<file path="config.mk">
export PLATFORM = sky130hd
export DESIGN_NAME = sdram_read
export DESIGN_NICKNAME = d
export VERILOG_FILES = /design/src/rtl/sdram_pkg.sv /design/src/rtl/sdram_rd_capture.sv /design/src/rtl/sdram_read.sv
export SDC_FILE = /design/constraint.sdc
export NUM_CORES = 1
export LEC_CHECK = 0
export ABC_AREA = 1
export BUFFER_PORTS_ARGS = -buffer_cell sky130_fd_sc_hd__buf_2
export CELL_PAD_IN_SITES_DETAIL_PLACEMENT = 1
export CELL_PAD_IN_SITES_GLOBAL_PLACEMENT = 1
export CORE_MARGIN = 4
export CORE_UTILIZATION = 40
export DETAILED_ROUTE_END_ITERATION = 6
export GPL_ROUTABILITY_DRIVEN = 1
export PLACE_DENSITY = 0.81
export SLEW_MARGIN = 30
export SYNTH_ARGS = -nofsm -noshare
export SYNTH_HDL_FRONTEND = slang
export SYNTH_SLANG_ARGS = --single-unit
</file>
<file path="constraint.sdc">
create_clock -name sys_clk -period 1.8 [get_ports sys_clk]
set_input_delay 0.09 -clock sys_clk [delete_from_list [all_inputs] [get_ports sys_clk]]
set_output_delay 0.09 -clock sys_clk [all_outputs]
set_load 0.03 [all_outputs]
</file>
<file path="src/rtl/sdram_pkg.sv">
// Shared SDRAM controller definitions: command encodings, read-engine states and test pattern.
package sdram_pkg;

  // {CS_n, RAS_n, CAS_n, WE_n}
  localparam logic [3:0] CMD_NOP       = 4'b0111;
  localparam logic [3:0] CMD_ACT       = 4'b0011;
  localparam logic [3:0] CMD_READ      = 4'b0101;
  localparam logic [3:0] CMD_WRITE     = 4'b0100;
  localparam logic [3:0] CMD_PRECHARGE = 4'b0010;
  localparam logic [3:0] CMD_AREF      = 4'b0001;

  localparam logic [11:0] ADDR_PRE_ALL   = 12'h400;
  localparam logic [8:0]  COL_LAST_BURST = 9'd508;

  typedef enum logic [2:0] {
    IDLE   = 3'd0,
    RD_REQ = 3'd1,
    RD_ACT = 3'd2,
    RD_RD  = 3'd3,
    RD_PRE = 3'd4
  } rd_state_e;

  // Write engine's burst pattern, indexed by word position within a burst.
  localparam logic [3:0][15:0] TEST_PATTERN = {16'd8, 16'd3, 16'd4, 16'd5};

  function automatic logic [15:0] test_word(input logic [1:0] idx);
    return TEST_PATTERN[idx];
  endfunction

endpackage

</file>
<file path="src/rtl/sdram_rd_capture.sv">
// Read data capture: CAS-latency aligned valid/index pipeline, data register and
// optional pattern checker (enabled by SDRAM_READ_CHECK_EN).
module sdram_rd_capture
  import sdram_pkg::*;
#(
  parameter int CAS_LAT = 3
) (
  input  logic        clk,
  input  logic        rst,
  input  logic        issue_valid,
`ifdef SDRAM_READ_CHECK_EN
  input  logic [1:0]  issue_idx,
  output logic        err,
`endif
  input  logic [15:0] dq_in,
  output logic [15:0] data,
  output logic        data_valid
);

  logic [CAS_LAT-1:0] vld_q, vld_d;
  logic [15:0]        data_q, data_d;
  logic               data_valid_q, data_valid_d;
  logic               cap;

  assign cap = vld_q[CAS_LAT-1];

`ifdef SDRAM_READ_CHECK_EN
  logic [CAS_LAT-1:0][1:0] idx_q, idx_d;
  logic                    err_q, err_d;

  always_comb begin
    idx_d = {idx_q[CAS_LAT-2:0], issue_idx};
    err_d = err_q | (cap && (dq_in != test_word(idx_q[CAS_LAT-1])));
  end

  always_ff @(posedge clk or posedge rst) begin
    if (rst) begin
      idx_q <= '0;
      err_q <= 1'b0;
    end else begin
      idx_q <= idx_d;
      err_q <= err_d;
    end
  end

  assign err = err_q;
`endif

  always_comb begin
    vld_d        = {vld_q[CAS_LAT-2:0], issue_valid};
    data_d       = cap ? dq_in : data_q;
    data_valid_d = cap;
  end

  always_ff @(posedge clk or posedge rst) begin
    if (rst) begin
      vld_q        <= '0;
      data_q       <= '0;
      data_valid_q <= 1'b0;
    end else begin
      vld_q        <= vld_d;
      data_q       <= data_d;
      data_valid_q <= data_valid_d;
    end
  end

  assign data       = data_q;
  assign data_valid = data_valid_q;

endmodule

</file>
<file path="src/rtl/sdram_read.sv">
// SDRAM read engine: arbitrated row activate, back-to-back burst-of-4 reads, refresh yield.
// Optional read-pattern checker is built when SDRAM_READ_CHECK_EN is defined.
module sdram_read
  import sdram_pkg::*;
#(
  parameter int CAS_LAT  = 3,
  parameter int T_RCD    = 3,
  parameter int T_RP     = 3,
  parameter int LAST_ROW = 1
) (
  input  logic        sys_clk,
  input  logic        sys_rst,
  input  logic        rd_trigger,
  output logic        read_req,
  input  logic        read_en,
  input  logic        ref_req,
  output logic        read_end_flag,
  output logic [3:0]  rd_cmd,
  output logic [11:0] rd_addr,
  output logic [1:0]  rd_bank_addr,
  input  logic [15:0] sdram_dq_in,
  output logic [15:0] rd_data,
  output logic        rd_data_valid,
  output logic        rd_err
);

  rd_state_e   state_q, state_d;
  logic [3:0]  timer_q, timer_d;
  logic [1:0]  burst_cnt_q, burst_cnt_d;
  logic [8:0]  col_addr_q, col_addr_d;
  logic [11:0] row_addr_q, row_addr_d;
  logic        done_q, done_d;
  logic        row_end, data_end, issue_valid;

  assign row_end      = (col_addr_q == COL_LAST_BURST);
  assign data_end     = row_end && (row_addr_q == 12'(LAST_ROW));
  assign issue_valid  = (state_q == RD_RD);
  assign rd_bank_addr = 2'b00;

  always_comb begin
    state_d       = state_q;
    timer_d       = timer_q;
    burst_cnt_d   = '0;
    col_addr_d    = col_addr_q;
    row_addr_d    = row_addr_q;
    done_d        = done_q;
    rd_cmd        = CMD_NOP;
    rd_addr       = '0;
    read_req      = 1'b0;
    read_end_flag = 1'b0;

    unique case (state_q)
      IDLE: begin
        if (rd_trigger) state_d = RD_REQ;
      end
      RD_REQ: begin
        read_req = 1'b1;
        if (read_en) begin
          state_d = RD_ACT;
          timer_d = 4'(T_RCD);
        end
      end
      RD_ACT: begin
        if (timer_q == 4'(T_RCD)) begin
          rd_cmd  = CMD_ACT;
          rd_addr = row_addr_q;
        end
        if (timer_q == '0) state_d = RD_RD;
        else               timer_d = timer_q - 4'd1;
      end
      RD_RD: begin
        burst_cnt_d = burst_cnt_q + 2'd1;
        if (burst_cnt_q == 2'd0) begin
          rd_cmd  = CMD_READ;
          rd_addr = {3'b000, col_addr_q};
        end
        // Leave only at a burst boundary so no burst is cut short.
        if (burst_cnt_q == 2'd3) begin
          col_addr_d = col_addr_q + 9'd4;
          if (row_end) row_addr_d = data_end ? 12'd0 : row_addr_q + 12'd1;
          if (data_end) done_d = 1'b1;
          if (row_end || ref_req) begin
            state_d = RD_PRE;
            timer_d = 4'(T_RP);
          end
        end
      end
      RD_PRE: begin
        if (timer_q == 4'(T_RP)) begin
          rd_cmd  = CMD_PRECHARGE;
          rd_addr = ADDR_PRE_ALL;
        end
        if (timer_q == '0) begin
          if (done_q) begin
            state_d       = IDLE;
            done_d        = 1'b0;
            read_end_flag = 1'b1;
          end else if (ref_req) begin
            state_d = RD_REQ;
          end else begin
            state_d = RD_ACT;
            timer_d = 4'(T_RCD);
          end
        end else begin
          timer_d = timer_q - 4'd1;
        end
      end
      default: state_d = IDLE;
    endcase
  end

  always_ff @(posedge sys_clk or posedge sys_rst) begin
    if (sys_rst) begin
      state_q     <= IDLE;
      timer_q     <= '0;
      burst_cnt_q <= '0;
      col_addr_q  <= '0;
      row_addr_q  <= '0;
      done_q      <= 1'b0;
    end else begin
      state_q     <= state_d;
      timer_q     <= timer_d;
      burst_cnt_q <= burst_cnt_d;
      col_addr_q  <= col_addr_d;
      row_addr_q  <= row_addr_d;
      done_q      <= done_d;
    end
  end

  sdram_rd_capture #(.CAS_LAT(CAS_LAT)) u_capture (
    .clk         (sys_clk),
    .rst         (sys_rst),
    .issue_valid (issue_valid),
`ifdef SDRAM_READ_CHECK_EN
    .issue_idx   (burst_cnt_q),
    .err         (rd_err),
`endif
    .dq_in       (sdram_dq_in),
    .data        (rd_data),
    .data_valid  (rd_data_valid)
  );

`ifndef SDRAM_READ_CHECK_EN
  assign rd_err = 1'b0;
`endif

endmodule

</file>
Word level (Yosys, flattened, before mapping):

Index checks and enable logic that the tools add are counted.

* $add $sub $neg: 4
* multiply operators: 0
* $lt $le $gt $ge: 0
* reduce and logical (&&, ||, !) cells: 12
* muxes and demuxes: 35
* bitwise gates (word level): 0
* equality and inequality tests: 18
* shifts and indexed selects: 0
* div/mod/pow operators: 0

Operator list (number)
* 12-bit case mux with 3 select lines: 1
* 4-bit two-way mux: 7
* 12-bit two-way mux: 2
* 3-bit two-way mux: 8
* 4-bit case mux with 4 select lines: 1
* 3-bit case mux with 5 select lines: 1
* 12-bit by 1-bit adder with 12-bit output, second input constant: 1
* 12-bit by 1-bit == test with 1-bit output, second input constant: 1
* 2-bit inequality test, second input constant: 6
* 11-bit two-way mux: 1
* 9-bit by 3-bit adder with 9-bit output, second input constant: 1
* 9-bit == test, second input constant: 1
* 9-bit two-way mux: 1
* 3-bit case mux with 3 select lines: 1
* 2-bit two-way mux: 4
* 1-bit two-way mux: 7
* 7-bit AND reduction: 1
* 3-bit by 2-bit == test with 1-bit output, second input constant: 2
* 3-bit inequality test, second input constant: 2
* 6-bit AND reduction: 1
* 4-bit by 2-bit == test with 1-bit output, second input constant: 1
* 4-bit zero test: 1
* 2-bit by 1-bit inequality test with 1-bit output, second input constant: 2
* 4-bit AND reduction: 1
* other kinds (14): 14

* register bits after elaboration: 51
* bits of input ports: 21
* output and inout port bits: 38
* memories kept: 0
* word-level logic and storage cells: 78
* memory bits (read-only): 0
* latch bits: 0
* RAM bits: 0

Depth between registers and ports, before layout:

Gate-level depths: netlist (run 1).

* word-level depth: 5
* mapped depth: 9
* mapped depth without buffers: 9

Modules after synthesis:

A second synthesis (run 1) with hierarchy kept.

* cells, all modules: 360
* area total of the unflattened synthesis: 2726.4 um2

Modules (own cells, without submodules)
* sdram_read: sequential area each 725.7 um2, cells an instance 287, times used 1, area an instance 1978.1 um2
* sdram_rd_capture: sequential area each 500.5 um2, cells an instance 73, times used 1, area an instance 748.2 um2

Least setup slack after synthesis (run 1):

OpenSTA, ideal clock, no wires.

* path type: reg-to-output
* start point: register state_q[2]
* end point: output port rd_addr[6]
* buffers on the path: 1
* arrival: 1.605 ns
* stages on the path, launching flop included: 5
* path slack: 0.105 ns
* data required time: 1.710 ns
* path through: dfrtp_1 > nor2_2 > nand3_1 > buf_2 > o21ai_0

* longest elaborated chain between the ends: 2
* elaborated cells between the ends (all ways): 4
* classes of those cells: eq/ne (3); mux (1)

Ends and longest elaborated chain
* start, declared: line sdram_read.sv:27 `rd_state_e state_q, state_d;`
* start signal, assigned: line sdram_read.sv:121 `state_q <= state_d;`
* 3-bit == test or 3-bit by 2-bit == test with 1-bit output (tied branches): line sdram_read.sv:52 `unique case (state_q)`
* 12-bit case mux with 3 select lines *: line sdram_read.sv:52
* end, declared: line sdram_read.sv:19 `output logic [11:0] rd_addr,`

Mark *: on every way between the ends. The rest lies on a longest branch, timed or not.

Worst setup path after layout (run 1):

* start point: register timer_q[2]
* end point: output port rd_addr[5]

* longest elaborated chain between the ends: 3

Ends and longest elaborated chain
* start, declared: line sdram_read.sv:28 `logic [3:0] timer_q, timer_d;`
* start signal, assigned: line sdram_read.sv:122 `timer_q <= timer_d;`
* 4-bit by 2-bit == test with 1-bit output: line sdram_read.sv:64 `if (timer_q == 4'(T_RCD)) begin`
* 12-bit two-way mux: line sdram_read.sv:64
* 12-bit case mux with 3 select lines: line sdram_read.sv:52

No other way between the ends.

==> results.py, run 1 <==
metrics = {
    "run_status": {
        "status": "finished clean",
    },
    "yosys": {
        "yosys.area_share.adder_pct": 3.25,
        "synth_flop_cell": "dfrtp_1",
        "synth_most_common_cell": "nand2_1",
        "synth_top_family_by_area": "simple AND/OR/NAND/NOR gates",
        "yosys_warnings": 0,
        "synthXorXnorAreaFrac_pct": 3.57,
        "yosysSeqAreaShare_pct": 45.5,
        "yosys.area.top_type": "dfrtp_1",
        "synth-compound-area-share_pct": 5.39,
        "synth-edff-count": 0,
        "yosysTopAreaCellShare_pct": 45.5,
        "ys_top_cells_by_area": "dfrtp_1, nand2_1, mux2_2",
        "syn_avg_cell_area_um2": 8.32,
        "synth_area_um2": 2700,
        "synthSimpleGateAreaFrac_pct": 27.2,
        "async_reset_ff_share_pct": 100,
        "yosys_register_bits": 49,
        "synth_cells": 324,
        "synthMuxAreaShare_pct": 6.69,
        "synth_cell_types": 30,
        "ys_top_cells_by_count": "nand2_1, dfrtp_1, inv_1",
    },
    "setup_path": {
        "start_kind": "flop",
        "crit_slowest_cell": "dfrtp_1",
        "worst-setup-path-type": "flop to primary output",
        "arrival_ns": 1.66,
        "cp-end-kind": "primary output",
        "worst_ep_required_time_ns": 1.71,
        "max_stage_delay_ns": 0.43,
        "critical-path-top-delay-family": "buffers and inverters",
        "worst-path-buf-inv": 3,
        "crit_fanout": 11,
        "crit_chain": "nor2_2 -> nand2_1 -> inv_2 -> nand3_1 -> buf_6 -> o22ai_1 -> buf_4",
    },
    "clocking": {
        "tritoncts": "done",
        "clk_latency_ns": 0.31,
        "cts_made_buffers": 5,
        "clk_pin_slew_worst_paths_ns": 0.09,
        "cts_root_buf": "clkbuf_8",
        "h-tree-depth": 2,
        "clk_path_buf_depth": 2,
        "cts.sinks": 49,
    },
    "power_and_ir_drop": {
        "peakVddDrop_uv": 604,
        "powerDensity_nw_per_um2": 1380,
        "p_leak_uw": 0.00162,
        "power_uw": 4520,
    },
    "timing": {
        "fin_crit_sh_pct": 97.3,
        "fin_skew_ns": 0.0122,
        "max_freq_mhz": 571,
        "slew_viol_final": 0,
        "setup_viol": 0,
        "worst_pin_slew_ns": 0.624,
        "maxSlewHeadroom_pct": 58.4,
        "finalCriticalPeriod_ns": 1.75,
        "hold_violations": 0,
        "rsz0062_at_grt": "yes",
    },
    "route": {
        "viasPerCell": 4.92,
        "routed_wl_um": 6860,
        "antenna_left": 0,
        "avgRoutedWirePerCell_um": 14.8,
        "vias": 2279,
        "drtIter0Drc": 80,
        "dr.pass1.iters": 4,
        "route.detailed.drc": 0,
    },
    "cells_and_area": {
        "fillCellCount": 799,
        "diodes": 0,
        "areaGrowthSynthToFinish_pct": 21.8,
        "register_area_um2": 1230,
        "multi_input_area_um2": 1310,
        "nNetsFinal": 413,
        "drive_gt1_share_pct": 29.0,
        "finalNonFillerCells": 463,
        "fin_area_um2": 3280,
    },
    "job": {
        "drv_cap": 0,
    },
    "floorplanning": {
        "rows": 29,
        "num_io_pins": 59,
        "dieArea_um2": 8120,
        "start_util_pct": 41.7,
        "die_w_um": 90.1,
        "die_y_um": 90.1,
        "core_area_um2": 6460,
    },
    "grt": {
        "grt_pass1_vias": 2380,
        "antenna_found_initial": 0,
        "overflow": 0,
        "grt_pass1_wl_um": 11400,
        "gr-usage-all-layers_pct": 16.9,
        "grt_max_degree": 50,
    },
    "placement": {
        "dp_hpwl_um": 5260,
        "port_buffers": 54,
        "globalplace.congestion": 0.798,
        "place_area_um2": 3040,
        "dp.cells": 452,
    },
    "min_path": {
        "hp-class": "input port to flop",
    },
}
==> final cells by class <==
class	count	share of cell area, %
multi-input combinational	226	39.9
sequential	49	37.4
timing repair buffer	60	11.2
inverter	43	4.99
tap	77	2.94
clock buffer	5	2.10
clock inverter	3	1.41
==> sequential cells by signal, indices dropped and copies added, names as in the netlist <==
name	count
row_addr_q	12
u_capture.vld_q	3
timer_q	4
burst_cnt_q	2
state_q	3
done_q	1
col_addr_q	7
u_capture.data_valid	1
u_capture.data	16
==> per-stage QoR <==
step	setup TNS (ns)	util, %	hold WS (ns)	setup WS (ns)
2_1_floorplan	0	-	0.242	0.105
3_3_place_gp	0	47.0	0.291	0.217
3_5_place_dp	0	47.0	0.289	0.147
4_1_cts	0	49.1	0.00577	0.00939
5_1_grt	-0.264	50.8	0.00319	-0.0456
6_report	0	50.8	0.0201	0.0492
==> cells in the final DEF, fill, tap and decap left out, drive strengths merged <==
cell / instances
a21oi: 5
nand2: 85
inv: 43
nand3b: 2
buf: 59
clkinvlp: 1
o22ai: 6
nand4: 10
mux2: 16
o31ai: 2
bufinv: 1
dfrtp: 49
clkbuf: 5
ha: 7
dlygate4sd3: 1
nor3: 2
o21ai: 12
nor2: 42
o21bai: 1
nand3: 21
conb: 4
xor2: 10
clkinv: 1
xnor2: 1
==> what timing repair did <==
item                                   4_1_cts  5_1_grt
gates resized for setup                      4       42
setup buffers                                0        2
setup endpoints to repair                    8       17
endpoints found under the hold margin       49        0
hold buffers                                 1        0
==> logic make-up (layout without fill, tap and decap cells) <==
| group | after synthesis | in the layout |
|---|---|---|
| flops | 49 | 49 |
| mux | 16 | 16 |
| fa+ha+maj | 7 | 7 |
| buf+inv | 52 | 111 |
| compound gates | 26 | 26 |
| xor+xnor | 11 | 11 |
| other cells | 1 | 4 |
| simple gates | 162 | 162 |
==> where the power goes <==
part	internal, µW	total, µW	switching (µW)
clock	416	800	384
combinational	726	2030	1300
sequential	1420	1700	271
total	2570	4520	1960
==> final timing paths <==
check                                         from            endpoint  slack, ns  cells after the start
worst max register to register       col_addr_q[2]          timer_q[3]       0.12                      8
worst min-delay path               sdram_dq_in[12]  u_capture.data[12]       0.02                      2
worst min register to register  u_capture.vld_q[0]  u_capture.vld_q[1]       0.36                      0
max in group asynchronous                  sys_rst          state_q[1]       0.85                      4
min in group asynchronous                  sys_rst       row_addr_q[2]       0.51                      4
worst max-delay path                    timer_q[2]          rd_addr[5]       0.05                      7
==> per-layer routing <==
metal	vias to the layer above	GRT usage (%)	wire (µm)
met3	5	3.92	326
met5	-	0	0
met4	0	5.10	61
li1	1148	-	-
met1	1074	22.2	3120
met2	52	27.9	3360
Power figures use the tool's default switching activity.
==> run 2: changes to the inputs <==
--- a/config.mk
+++ b/config.mk
@@ -7,13 +7,14 @@
 export LEC_CHECK = 0
 export ABC_AREA = 1
 export BUFFER_PORTS_ARGS = -buffer_cell sky130_fd_sc_hd__buf_2
-export CELL_PAD_IN_SITES_DETAIL_PLACEMENT = 1
+export CELL_PAD_IN_SITES_DETAIL_PLACEMENT = 0
 export CELL_PAD_IN_SITES_GLOBAL_PLACEMENT = 1
 export CORE_MARGIN = 4
 export CORE_UTILIZATION = 40
 export DETAILED_ROUTE_END_ITERATION = 6
 export GPL_ROUTABILITY_DRIVEN = 1
 export PLACE_DENSITY = 0.81
+export SETUP_SLACK_MARGIN = 0.15
 export SLEW_MARGIN = 30
 export SYNTH_ARGS = -nofsm -noshare
 export SYNTH_HDL_FRONTEND = slang
==> results.py, run 2 (synthesized netlist as in run 1, its figures left out) <==
metrics = {
    "placement": {
        "dp.cells": 455,
        "globalplace.congestion": 0.861,
        "port_buffers": 54,
        "dp_hpwl_um": 4780,
    },
    "setup_path": {
        "max_stage_delay_ns": 0.40,
        "crit_chain": "ha_2 -> nand2_2 -> inv_2 -> nand3_4 -> buf_8 -> o22ai_4 -> buf_6",
        "arrival_ns": 1.57,
        "cp-end-kind": "primary output",
        "crit_slowest_cell": "dfrtp_1",
        "critical-path-top-delay-family": "flip-flops",
        "worst_ep_required_time_ns": 1.71,
        "worst-path-buf-inv": 3,
        "crit_fanout": 7,
        "worst-path-stages": 7,
        "start_kind": "flop",
        "worst-r2r-cell-count": 8,
        "worst-setup-path-type": "flop to primary output",
    },
    "job": {
        "drv_cap": 0,
    },
    "floorplanning": {
        "start_util_pct": 41.7,
        "die_y_um": 90.1,
        "core_area_um2": 6460,
        "dieArea_um2": 8120,
        "die_w_um": 90.1,
        "num_io_pins": 59,
        "rows": 29,
    },
    "timing": {
        "max_freq_mhz": 603,
        "fin_skew_ns": 0.00512,
        "fin_crit_sh_pct": 92.1,
        "slew_viol_final": 0,
        "fin_setup_tns_ns": 0,
        "setup_viol": 0,
        "rsz0062_at_grt": "yes",
        "finalCriticalPeriod_ns": 1.66,
        "hold_violations": 0,
    },
    "min_path": {
        "hp-class": "input port to flop",
        "hold_depth": 2,
    },
    "cells_and_area": {
        "nNetsFinal": 435,
        "finalNonFillerCells": 485,
        "areaGrowthSynthToFinish_pct": 33.6,
        "largest_reg_flops": 16,
        "diodes": 0,
        "fillCellCount": 595,
        "drive_gt1_share_pct": 35.5,
        "final_common_cell": "nand2_1",
        "final_cell_mix": "nand2_1, dfrtp_1, buf_2, inv_1, nor2_1",
    },
    "grt": {
        "gr-usage-all-layers_pct": 16.7,
        "antenna_found_initial": 0,
        "grt_pass1_vias": 2478,
        "grt_max_degree": 23,
        "grt_pass1_wl_um": 11300,
        "overflow": 0,
    },
    "clocking": {
        "cts.sinks": 49,
        "clk_latency_ns": 0.30,
        "tritoncts": "done",
        "cts_made_buffers": 5,
        "clk_pin_slew_worst_paths_ns": 0.10,
        "h-tree-depth": 2,
        "cts_root_buf": "clkbuf_8",
        "clk_path_buf_depth": 2,
    },
    "power_and_ir_drop": {
        "p_leak_uw": 0.00172,
        "peakVddDrop_uv": 712,
        "powerDensity_nw_per_um2": 1340,
    },
    "route": {
        "dr.pass1.iters": 4,
        "vias": 2378,
        "avgRoutedWirePerCell_um": 13.6,
        "routed_wl_um": 6620,
        "drtIter0Drc": 100,
        "antenna_left": 0,
        "viasPerCell": 4.90,
        "route.detailed.drc": 0,
    },
    "run_status": {
        "status": "finished clean",
    },
}
## run 2: changes by cell type in the layout (fill, tap and decap cells not counted), sizes merged
cell         change
dlygate4sd3      +6
inv              +1
bufinv           -1
buf             +16
## run 2: path summary, 6_finish.rpt
kind                                      end          startpoint  slack (ns)
setup / recovery                   rd_addr[5]          timer_q[1]        0.14
hold / removal              u_capture.data[1]      sdram_dq_in[1]        0.02
setup reg to reg                   timer_q[1]       col_addr_q[3]        0.27
hold reg to reg            u_capture.vld_q[2]  u_capture.vld_q[1]        0.36
max in group asynchronous       col_addr_q[2]             sys_rst        0.89
min in group asynchronous  u_capture.vld_q[2]             sys_rst        0.32
## run 2: worst reg2reg max path: stages (launching register included)
cell,delay (ns)
dfrtp_1,0.42
ha_2,0.23
nand3_2,0.11
nor2_4,0.18
nor2_2,0.06
nor2_4,0.18
buf_4,0.16
nand3_1,0.07
nand2_1,0.08
## run 2: what timing repair did
item,in CTS,in global routing
gates resized for setup,43,30
setup buffers,5,10
hold buffers,6,1
endpoints found under the hold margin,25,1
setup endpoints to repair,15,35
pin swaps,3,5
## run 2: stage by stage
stage | setup slack [ns] | cell area, µm² | hold slack, ns | util [%] | power (µW)
CTS | 0.124 | 3390 | 0.0000631 | 52.4 | 4570
finish | 0.142 | 3600 | 0.0177 | 55.8 | 4830
global route | 0.0667 | 3600 | 0.00577 | 55.8 | 5200
global placement | 0.231 | 3060 | 0.119 | 47.4 | 3620
detailed placement | 0.173 | 3060 | 0.121 | 47.4 | 3680
floorplan | 0.153 | 2710 | 0.242 | - | 3150
## run 2: layout make-up
type	count	area [µm²]	area share, %
multi-input combinational	226	1440	39.9
sequential	49	1230	34.2
timing repair buffer	82	576	16.0
inverter	43	169	4.69
tap	77	96.3	2.68
clock buffer	5	68.8	1.91
clock inverter	3	25.0	0.695
## run 2: power by group
group / leakage [µW] / internal (µW) / switching [µW] / total (µW)
clock network: 0.0000452 / 284 / 397 / 681
registers: 0.000630 / 1430 / 221 / 1650
logic: 0.00104 / 992 / 1510 / 2500
## run 2: metal layers
metal | track usage, % | routed length [µm] | share of wire [%] | up-vias
li1 | - | - | - | 1189
met3 | 4.76 | 311 | 4.7 | 8
met2 | 26.9 | 3200 | 48 | 59
met4 | 6.12 | 90 | 1.4 | 0
met5 | 0 | 0 | 0 | -
met1 | 21.3 | 3010 | 46 | 1122
